$ cat src/rtl/ucie_ahb_pkg.sv
// Shared AHB-Lite encodings, response status codes and master FSM states
// for the UCIe AHB master slice.
package ucie_ahb_pkg;

   localparam logic [1:0] HTRANS_IDLE   = 2'b00;
   localparam logic [1:0] HTRANS_BUSY   = 2'b01;
   localparam logic [1:0] HTRANS_NONSEQ = 2'b10;
   localparam logic [1:0] HTRANS_SEQ    = 2'b11;

   localparam logic [1:0] HRESP_OKAY  = 2'b00;
   localparam logic [1:0] HRESP_ERROR = 2'b01;

   localparam logic [2:0] HSIZE_BYTE  = 3'd0;
   localparam logic [2:0] HSIZE_HALF  = 3'd1;
   localparam logic [2:0] HSIZE_WORD  = 3'd2;
   localparam logic [2:0] HSIZE_DWORD = 3'd3;

   localparam logic [2:0] HBURST_SINGLE = 3'd0;

   typedef enum logic [1:0] {
      RSP_OK      = 2'b00,
      RSP_SLV_ERR = 2'b01,
      RSP_ILLEGAL = 2'b10,
      RSP_TIMEOUT = 2'b11
   } rsp_status_t;

   typedef enum logic [1:0] {
      S_IDLE,
      S_ADDR,
      S_DATA,
      S_RESP
   } mst_state_t;

endpackage

$ cat src/rtl/ucie_ahb_mst_wdog.sv
// Wait-state watchdog for ucie_ahb_mst; only instantiated when
// UCIE_AHB_MST_TIMEOUT_EN is defined.
module ucie_ahb_mst_wdog #(
   parameter int TIMEOUT_CYCLES = 256
) (
   input  logic i_hclk,
   input  logic i_hreset,
   input  logic i_clear,
   input  logic i_count,
   output logic o_expired
);

   localparam int CW = $clog2(TIMEOUT_CYCLES + 1);

   logic [CW-1:0] count;

   always_ff @(posedge i_hclk or posedge i_hreset) begin
      if (i_hreset)
         count <= '0;
      else if (i_clear)
         count <= '0;
      else if (i_count)
         count <= count + 1'b1;
   end

   // Fires on the wait cycle that brings the total to TIMEOUT_CYCLES.
   assign o_expired = i_count && (count == CW'(TIMEOUT_CYCLES - 1));

endmodule

$ cat src/rtl/ucie_ahb_mst.sv
// Single-outstanding AHB-Lite master turning command/response handshakes into
// NONSEQ SINGLE transfers. Define UCIE_AHB_MST_TIMEOUT_EN to enable the wait-state abort.
module ucie_ahb_mst
   import ucie_ahb_pkg::*;
#(
   parameter int AWIDTH         = 32,
   parameter int DWIDTH         = 32,
   parameter int TIMEOUT_CYCLES = 256
) (
   input  logic              i_hclk,
   input  logic              i_hreset,
   input  logic              i_cmd_valid,
   output logic              o_cmd_ready,
   input  logic              i_cmd_write,
   input  logic [AWIDTH-1:0] i_cmd_addr,
   input  logic [DWIDTH-1:0] i_cmd_wdata,
   input  logic [2:0]        i_cmd_size,
   output logic              o_rsp_valid,
   input  logic              i_rsp_ready,
   output logic [DWIDTH-1:0] o_rsp_rdata,
   output logic [1:0]        o_rsp_status,
   output logic              o_busy,
   output logic [AWIDTH-1:0] o_haddr,
   output logic              o_hwrite,
   output logic              o_hsel,
   output logic [1:0]        o_htrans,
   output logic [2:0]        o_hsize,
   output logic [2:0]        o_hburst,
   output logic [DWIDTH-1:0] o_hwdata,
   input  logic              i_hready,
   input  logic [DWIDTH-1:0] i_hrdata,
   input  logic [1:0]        i_hresp
);

   localparam int MAX_SIZE = $clog2(DWIDTH / 8);

   mst_state_t        state;
   mst_state_t        state_nxt;
   logic              cmd_write_q;
   logic [AWIDTH-1:0] cmd_addr_q;
   logic [DWIDTH-1:0] cmd_wdata_q;
   logic [2:0]        cmd_size_q;
   logic [DWIDTH-1:0] rsp_rdata_q;
   rsp_status_t       rsp_status_q;
   logic [AWIDTH-1:0] align_mask;
   logic              cmd_legal;
   logic              accept;
   logic              timeout_hit;

   // A command is legal when it fits the data bus and is naturally aligned.
   assign align_mask = (AWIDTH'(1) << i_cmd_size) - AWIDTH'(1);
   assign cmd_legal  = (int'(i_cmd_size) <= MAX_SIZE) && ((i_cmd_addr & align_mask) == '0);
   assign accept     = (state == S_IDLE) && i_cmd_valid;

`ifdef UCIE_AHB_MST_TIMEOUT_EN
   ucie_ahb_mst_wdog #(
      .TIMEOUT_CYCLES(TIMEOUT_CYCLES)
   ) u_wdog (
      .i_hclk    (i_hclk),
      .i_hreset  (i_hreset),
      .i_clear   (accept && cmd_legal),
      .i_count   (((state == S_ADDR) || (state == S_DATA)) && !i_hready),
      .o_expired (timeout_hit)
   );
`else
   assign timeout_hit = 1'b0;
`endif

   always_ff @(posedge i_hclk or posedge i_hreset) begin
      if (i_hreset)
         state <= S_IDLE;
      else
         state <= state_nxt;
   end

   // Only the address phase drives NONSEQ; everything else parks the bus at IDLE.
   always_comb begin
      state_nxt   = state;
      o_htrans    = HTRANS_IDLE;
      o_hsel      = 1'b0;
      o_busy      = 1'b0;
      o_rsp_valid = 1'b0;
      o_cmd_ready = 1'b0;
      case (state)
         S_IDLE: begin
            o_cmd_ready = 1'b1;
            if (i_cmd_valid)
               state_nxt = cmd_legal ? S_ADDR : S_RESP;
         end
         S_ADDR: begin
            o_htrans = HTRANS_NONSEQ;
            o_hsel   = 1'b1;
            o_busy   = 1'b1;
            if (timeout_hit)
               state_nxt = S_RESP;
            else if (i_hready)
               state_nxt = S_DATA;
         end
         S_DATA: begin
            o_busy = 1'b1;
            if (timeout_hit || i_hready)
               state_nxt = S_RESP;
         end
         S_RESP: begin
            o_rsp_valid = 1'b1;
            if (i_rsp_ready)
               state_nxt = S_IDLE;
         end
         default: state_nxt = S_IDLE;
      endcase
   end

   // Illegal commands never touch the bus registers, so the last legal
   // address stays parked on o_haddr.
   always_ff @(posedge i_hclk or posedge i_hreset) begin
      if (i_hreset) begin
         cmd_write_q  <= 1'b0;
         cmd_addr_q   <= '0;
         cmd_wdata_q  <= '0;
         cmd_size_q   <= '0;
         rsp_rdata_q  <= '0;
         rsp_status_q <= RSP_OK;
      end else if (accept) begin
         if (cmd_legal) begin
            cmd_write_q <= i_cmd_write;
            cmd_addr_q  <= i_cmd_addr;
            cmd_wdata_q <= i_cmd_wdata;
            cmd_size_q  <= i_cmd_size;
         end else begin
            rsp_rdata_q  <= '0;
            rsp_status_q <= RSP_ILLEGAL;
         end
      end else if (timeout_hit) begin
         rsp_rdata_q  <= '0;
         rsp_status_q <= RSP_TIMEOUT;
      end else if ((state == S_DATA) && i_hready) begin
         rsp_rdata_q  <= cmd_write_q ? '0 : i_hrdata;
         rsp_status_q <= (i_hresp == HRESP_OKAY) ? RSP_OK : RSP_SLV_ERR;
      end
   end

   assign o_haddr      = cmd_addr_q;
   assign o_hwrite     = cmd_write_q;
   assign o_hsize      = cmd_size_q;
   assign o_hburst     = HBURST_SINGLE;
   assign o_hwdata     = (state == S_DATA) ? cmd_wdata_q : '0;
   assign o_rsp_rdata  = rsp_rdata_q;
   assign o_rsp_status = rsp_status_q;

endmodule
$ cat config.mk
export PLATFORM = sky130hd
export DESIGN_NAME = ucie_ahb_mst
export DESIGN_NICKNAME = d
export VERILOG_FILES = /design/src/rtl/ucie_ahb_pkg.sv /design/src/rtl/ucie_ahb_mst_wdog.sv /design/src/rtl/ucie_ahb_mst.sv
export SDC_FILE = /design/constraint.sdc
export NUM_CORES = 1
export LEC_CHECK = 0
export CAP_MARGIN = 40
export CELL_PAD_IN_SITES_DETAIL_PLACEMENT = 0
export CELL_PAD_IN_SITES_GLOBAL_PLACEMENT = 1
export CORE_AREA = 4 4 118 120
export CTS_BUF_LIST = sky130_fd_sc_hd__clkbuf_16
export DETAILED_ROUTE_END_ITERATION = 10
export DIE_AREA = 0 0 122 124
export GPL_TIMING_DRIVEN = 0
export PLACE_DENSITY_LB_ADDON = 0.1
export SYNTH_ARGS = -nofsm -noshare
export SYNTH_HDL_FRONTEND = slang
export SYNTH_SLANG_ARGS = --single-unit
export TNS_END_PERCENT = 1
$ cat constraint.sdc
create_clock -name i_hclk -period 9.9 [get_ports i_hclk]
set_input_delay 1.485 -clock i_hclk [delete_from_list [all_inputs] [get_ports i_hclk]]
set_output_delay 1.485 -clock i_hclk [all_outputs]
set_load 0.02 [all_outputs]
## Word level (Yosys, flattened, before mapping)

Index checks and enable logic that the tools add are counted.

- Register bits: 104
- Bits in latches: 0
- Memory bits (writable): 0
- Memory bits (read-only): 0
- Output and inout port bits: 111
- Word-level logic and storage cells: 50
- Memories: 0

- Add/sub/neg operators: 1
- Multiply operators: 0
- Divide/modulo/power cells: 0
- Order comparisons: 1
- Equal/unequal tests: 8
- Shift-type cells: 1
- Multiplexer cells: 20
- Bitwise logic cells: 1
- Reduce and logical (&&, ||, !) cells: 11

Operator list:

| operator | number |
|---|---|
| 32-bit 2-to-1 mux | 5 |
| 32-bit bitwise AND | 1 |
| 32-bit logical NOT | 1 |
| 1-bit by 3-bit left shift with 32-bit output (first input constant) | 1 |
| 32-bit by 2-bit subtractor with 32-bit output (second input constant) | 1 |
| 2-bit 2-to-1 mux | 9 |
| 2-bit != test (second input constant) | 5 |
| 2-bit case mux with 4 select lines | 1 |
| 1-bit 2-to-1 mux | 5 |
| 2-bit equality test (second input constant) | 2 |
| 2-bit logical NOT | 2 |
| 2-bit AND reduction | 2 |
| 4-bit AND reduction | 1 |
| 3-bit by 2-bit <= comparator with 1-bit output (second input constant) | 1 |
| 1-bit logical AND | 3 |
| 2-bit by 1-bit equality test with 1-bit output (second input constant) | 1 |
| 2-bit nonzero test | 1 |
| 2-bit OR reduction | 1 |

## Longest topological paths before layout

- Word-level depth: 8
- Depth in mapped cells: 9

## Worst setup path before layout

OpenSTA, ideal clock, no wires.

- Path kind: input-to-reg
- Start: in i_cmd_size[1]
- End: reg cmd_wdata_q[0]
- Setup time: 127 ps
- Data arrival time: 2943 ps
- Required time: 9773 ps
- Path slack: 6830 ps
- Cell stages on the path: 9
- Path through: nand3_1 -> inv_1 -> ha_1 -> nand2b_1 -> nand4b_1 -> nor2_2 -> buf_4 -> buf_6 -> mux2_1

- Longest elaborated chain between the ends: 6
- Elaborated cells on any way between the ends: 7
- Those cells by class: 1 x add/sub; 1 x order compare; 1 x shift; 1 x bitwise; 3 x reduce/logical

RTL lines:

| what | RTL line | text |
|---|---|---|
| from (decl) | ucie_ahb_mst.sv:17 | `input logic [2:0] i_cmd_size,` |
| 1-bit by 3-bit left shift with 32-bit output | ucie_ahb_mst.sv:51 | `assign align_mask = (AWIDTH'(1) << i_cmd_size) - AWIDTH'(1);` |
| 32-bit by 2-bit subtractor with 32-bit output | ucie_ahb_mst.sv:51 |  |
| 32-bit bitwise AND | ucie_ahb_mst.sv:52 | `assign cmd_legal = (int'(i_cmd_size) <= MAX_SIZE) && ((i_cmd_addr & align_mask) == '0);` |
| 32-bit logical NOT | ucie_ahb_mst.sv:52 |  |
| 1-bit logical AND * | ucie_ahb_mst.sv:52 |  |
| 2-bit AND reduction (no line) * | n/a |  |
| to (signal assigned) | ucie_ahb_mst.sv:127 | `cmd_wdata_q <= i_cmd_wdata;` |
| to (decl) | ucie_ahb_mst.sv:41 | `logic [DWIDTH-1:0] cmd_wdata_q;` |

Every way passes the cells marked *; elsewhere a longest branch is shown, timed or not.
A chain may end at the register's enable or synchronous reset.

## Worst setup path in the final report

- Start: reg state[0]
- End: out o_hwdata[31]

- Longest elaborated chain between the ends: 2

RTL lines:

| what | RTL line | text |
|---|---|---|
| from (decl) | ucie_ahb_mst.sv:37 | `mst_state_t state;` |
| from (signal assigned) | ucie_ahb_mst.sv:73 | `state <= state_nxt;` |
| 2-bit equality test | ucie_ahb_mst.sv:146 | `assign o_hwdata = (state == S_DATA) ? cmd_wdata_q : '0;` |
| 32-bit 2-to-1 mux | ucie_ahb_mst.sv:146 |  |
| to (decl) | ucie_ahb_mst.sv:29 | `output logic [DWIDTH-1:0] o_hwdata,` |

Every way passes these cells.

==> metrics <==
run status=complete, no violations; detailed-route via count=3126; post-synth top area cell=dfrtp_1; Post-Synthesis Cell Area=4210 um2; CTS tree=built; WL/cell=16.1 um; Worst slew margin=slightly below 60%; drt pass-1 iters=4; fin crit share=40.0%; initial antenna violation count=0; Die Wd=122 um; CTS resizes=0; # rows=42; RSZ-0062 raised after global routing=no; port buffer count=213; number of placed cells counting well taps=690; Total GRT Usage=15.4%; GRT Residual Overflow=0; die height=124 um; CP startpoint kind=flop; worst path arrival time=2480 ps; Sequential Power Share=about 35%; Worst Path Max Fanout=10; syn_area_per_cell=14.2 um2; reg-to-reg startpoint=state[0]; P_sw=665 uW; hold_buf cts=0; final setup vio count=0; Worst Hold Class=reg -> reg; final antenna-violating net count=0; Post-Route Setup TNS=0 ps; H-tree levels=3; area share of the largest cell type after synthesis=61.9%; post-CTS setup buffer count=0; CP Class=reg -> out; worst-margin pin slew=about 630 ps; Via-to-Cell Ratio=4.43; HPWL after DPL=~8.7 mm; clk_lat worst skew=350 ps; TritonCTS Sinks=~100; Reg2Reg Depth=7; combinational fraction of design power=between 40 and 50%; Max Cap Violations=0; Setup crit end kind=output pin; final net count=637; P_leak=3.00 nW; Worst Skew=10.3 ps; clock period minus worst slack=3960 ps; die area=about 15000 um2; pin count of the biggest net entering global routing=59; Clock power frac=between 15 and 20%; Num CTS Buffers=9; Final Hold Fails=0; Reg2Reg Capture Point=o_rsp_rdata[16]; register bit count reported by yosys=104; max-slew violation count=0; Final WS setup=5940 ps; Starting DRT DRC Count=94; I/O pin cnt=218; clk slew on worst S/H paths=70 ps; layout cells sized above 1=15.3%; global placer's final weighted congestion=0.767; initial core utilization=32.4%; VDD IR max=~0.14 mV; Post-Route WL=11.4 mm; Post-Syn Instances=between 200 and 300; final non-filler cell total=between 700 and 800; P&R area growth vs syn=64.0%; top cells by area, synth=dfrtp_1, mux2_2, a22o_1, mux2_1, and2_1; core area=13000 um2; vias in the first global route=3410; Hold Path Origin=cmd_wdata_q[0]; Fmax=252 MHz; Pint=about 1.3 mW; Cell Pwr Density=280 nW/um2; hold path endpoint=cmd_wdata_q[0]; first-pass GRT wire length=17.9 mm; n_diodes=0; Cells on Worst Hold Path=1; worst-case setup slack after placement=5900 ps; clock root buffer=clkbuf_16; Seq/Total Area, Yosys=61.9%; Unique masters post-synth=27; YS warnings=0; DRC=0; Required @ worst endpoint=8420 ps; Fillers=1190; R2R Setup Slk=7700 ps; Net Sw Frac=34.4%; CTS Buffer Depth=2
-- per-layer routing --
layer	wire length [um]	vias to the layer above	part of all wire, %	track usage [%]
met5	0	-	0	0
met4	179	0	1.6	6.30
met3	1060	12	9.3	5.77
met2	5430	114	48	24.5
met1	4680	1511	41	18.9
li1	-	1489	-	-
-- critical path: stages, from the launching register on --
cell and delay [ps]:
dfrtp_1 400, inv_1 110, ha_1 150, clkbuf_1 320, clkbuf_1 350, and2_1 190, clkdlybuf4s50_1 620
-- power by group through the flow --
stage / logic, mW / clock network, mW / registers (mW)
after floorplan: 0.338 / 0 / 0.817
after global placement: 0.896 / 0 / 0.685
after detailed placement: 0.908 / 0 / 0.693
after CTS: 0.910 / 0.370 / 0.687
after global routing: 0.963 / 0.388 / 0.711
final: 0.893 / 0.355 / 0.684
-- stage by stage --
stage	area, um2	hold slack, ps	utilization (%)	power (mW)
after floorplan	4220	449	-	1.15
after global placement	6570	468	50.6	1.58
after detailed placement	6600	472	50.8	1.60
after CTS	6900	490	53.1	1.97
after global routing	6900	508	53.1	2.06
final	6900	484	53.1	1.93
-- registers in the layout (all words and copies together) (netlist names) --
| name | flops |
|---|---|
| o_rsp_rdata | 32 |
| o_hwrite | 1 |
| o_hsize | 3 |
| o_rsp_status | 2 |
| o_haddr | 32 |
| state | 2 |
| cmd_wdata_q | 32 |
-- worst max-delay path by stage --
stage                   from  slack [ps]              to  cells past startpoint
6_report            state[0]        5940    o_hwdata[31]                      6
3_3_place_gp        i_hreset        3950     o_haddr[18]                      2
4_1_cts             state[0]        5860    o_hwdata[31]                      6
2_1_floorplan       i_hreset        5680  cmd_wdata_q[0]                      1
5_1_grt             state[0]        5710    o_hwdata[31]                      6
3_5_place_dp   i_cmd_size[0]        5900     o_haddr[23]                      9
-- area by class of cell --
cell class / count / area (um2) / share of cell area [%]
sequential: 104 / 2600 / 37.7
timing repair buffer: 214 / 2160 / 31.3
multi-input combinational: 169 / 1470 / 21.3
clock buffer: 9 / 225 / 3.27
tap: 176 / 220 / 3.19
buffer: 22 / 129 / 1.87
clock inverter: 7 / 72.6 / 1.05
inverter: 5 / 21.3 / 0.308
-- synthesized netlist by cell type --
| cell type | n |
|---|---|
| mux2_2 | 48 |
| nor3_1 | 1 |
| o2bb2ai_1 | 1 |
| nor2_2 | 1 |
| o22ai_1 | 1 |
| nand2b_1 | 2 |
| clkbuf_1 | 7 |
| buf_6 | 2 |
| nor2_1 | 3 |
| o21ai_1 | 1 |
| nor2b_1 | 2 |
| a21oi_1 | 1 |
| nand2_1 | 6 |
| conb_1 | 1 |
| and2_1 | 32 |
| a22o_1 | 32 |
| buf_2 | 7 |
| dfrtp_1 | 104 |
| o31ai_1 | 1 |
| o21ai_0 | 4 |
| nand4b_1 | 1 |
| buf_4 | 6 |
| ha_1 | 5 |
| mux2_1 | 19 |
| inv_1 | 5 |
| nand3_1 | 3 |
| o221ai_1 | 1 |
-- cells by family (layout without fill, tap and decap cells) --
| family | count (synthesis) | in the layout | share of synthesized area [%] |
|---|---|---|---|
| flip-flops | 104 | 104 | 61.9 |
| AO/OA/AOI/OAI | 42 | 42 | 8.12 |
| other | 1 | 4 | 0.0891 |
| adder cells (fa/ha/maj) | 5 | 5 | 1.49 |
| AND/OR/NAND/NOR | 51 | 51 | 6.99 |
| multiplexers | 67 | 67 | 17.9 |
| buffers and inverters | 27 | 257 | 3.51 |
-- placed cells by master, fill, tap and decap left out, types with 3 or more instances in the layout --
cell type	synthesis	routed
a22o_1	32	32
and2_1	32	32
buf_2	7	7
buf_4	6	6
clkbuf_1	7	7
clkbuf_16	0	9
clkdlybuf4s50_1	0	213
clkinv_4	0	3
conb_1	1	4
dfrtp_1	104	104
ha_1	5	5
inv_1	5	4
mux2_1	19	19
mux2_2	48	48
nand2_1	6	6
nand3_1	3	3
nor2_1	3	3
o21ai_0	4	4
Note: power is estimated with default switching activity, not from simulation.
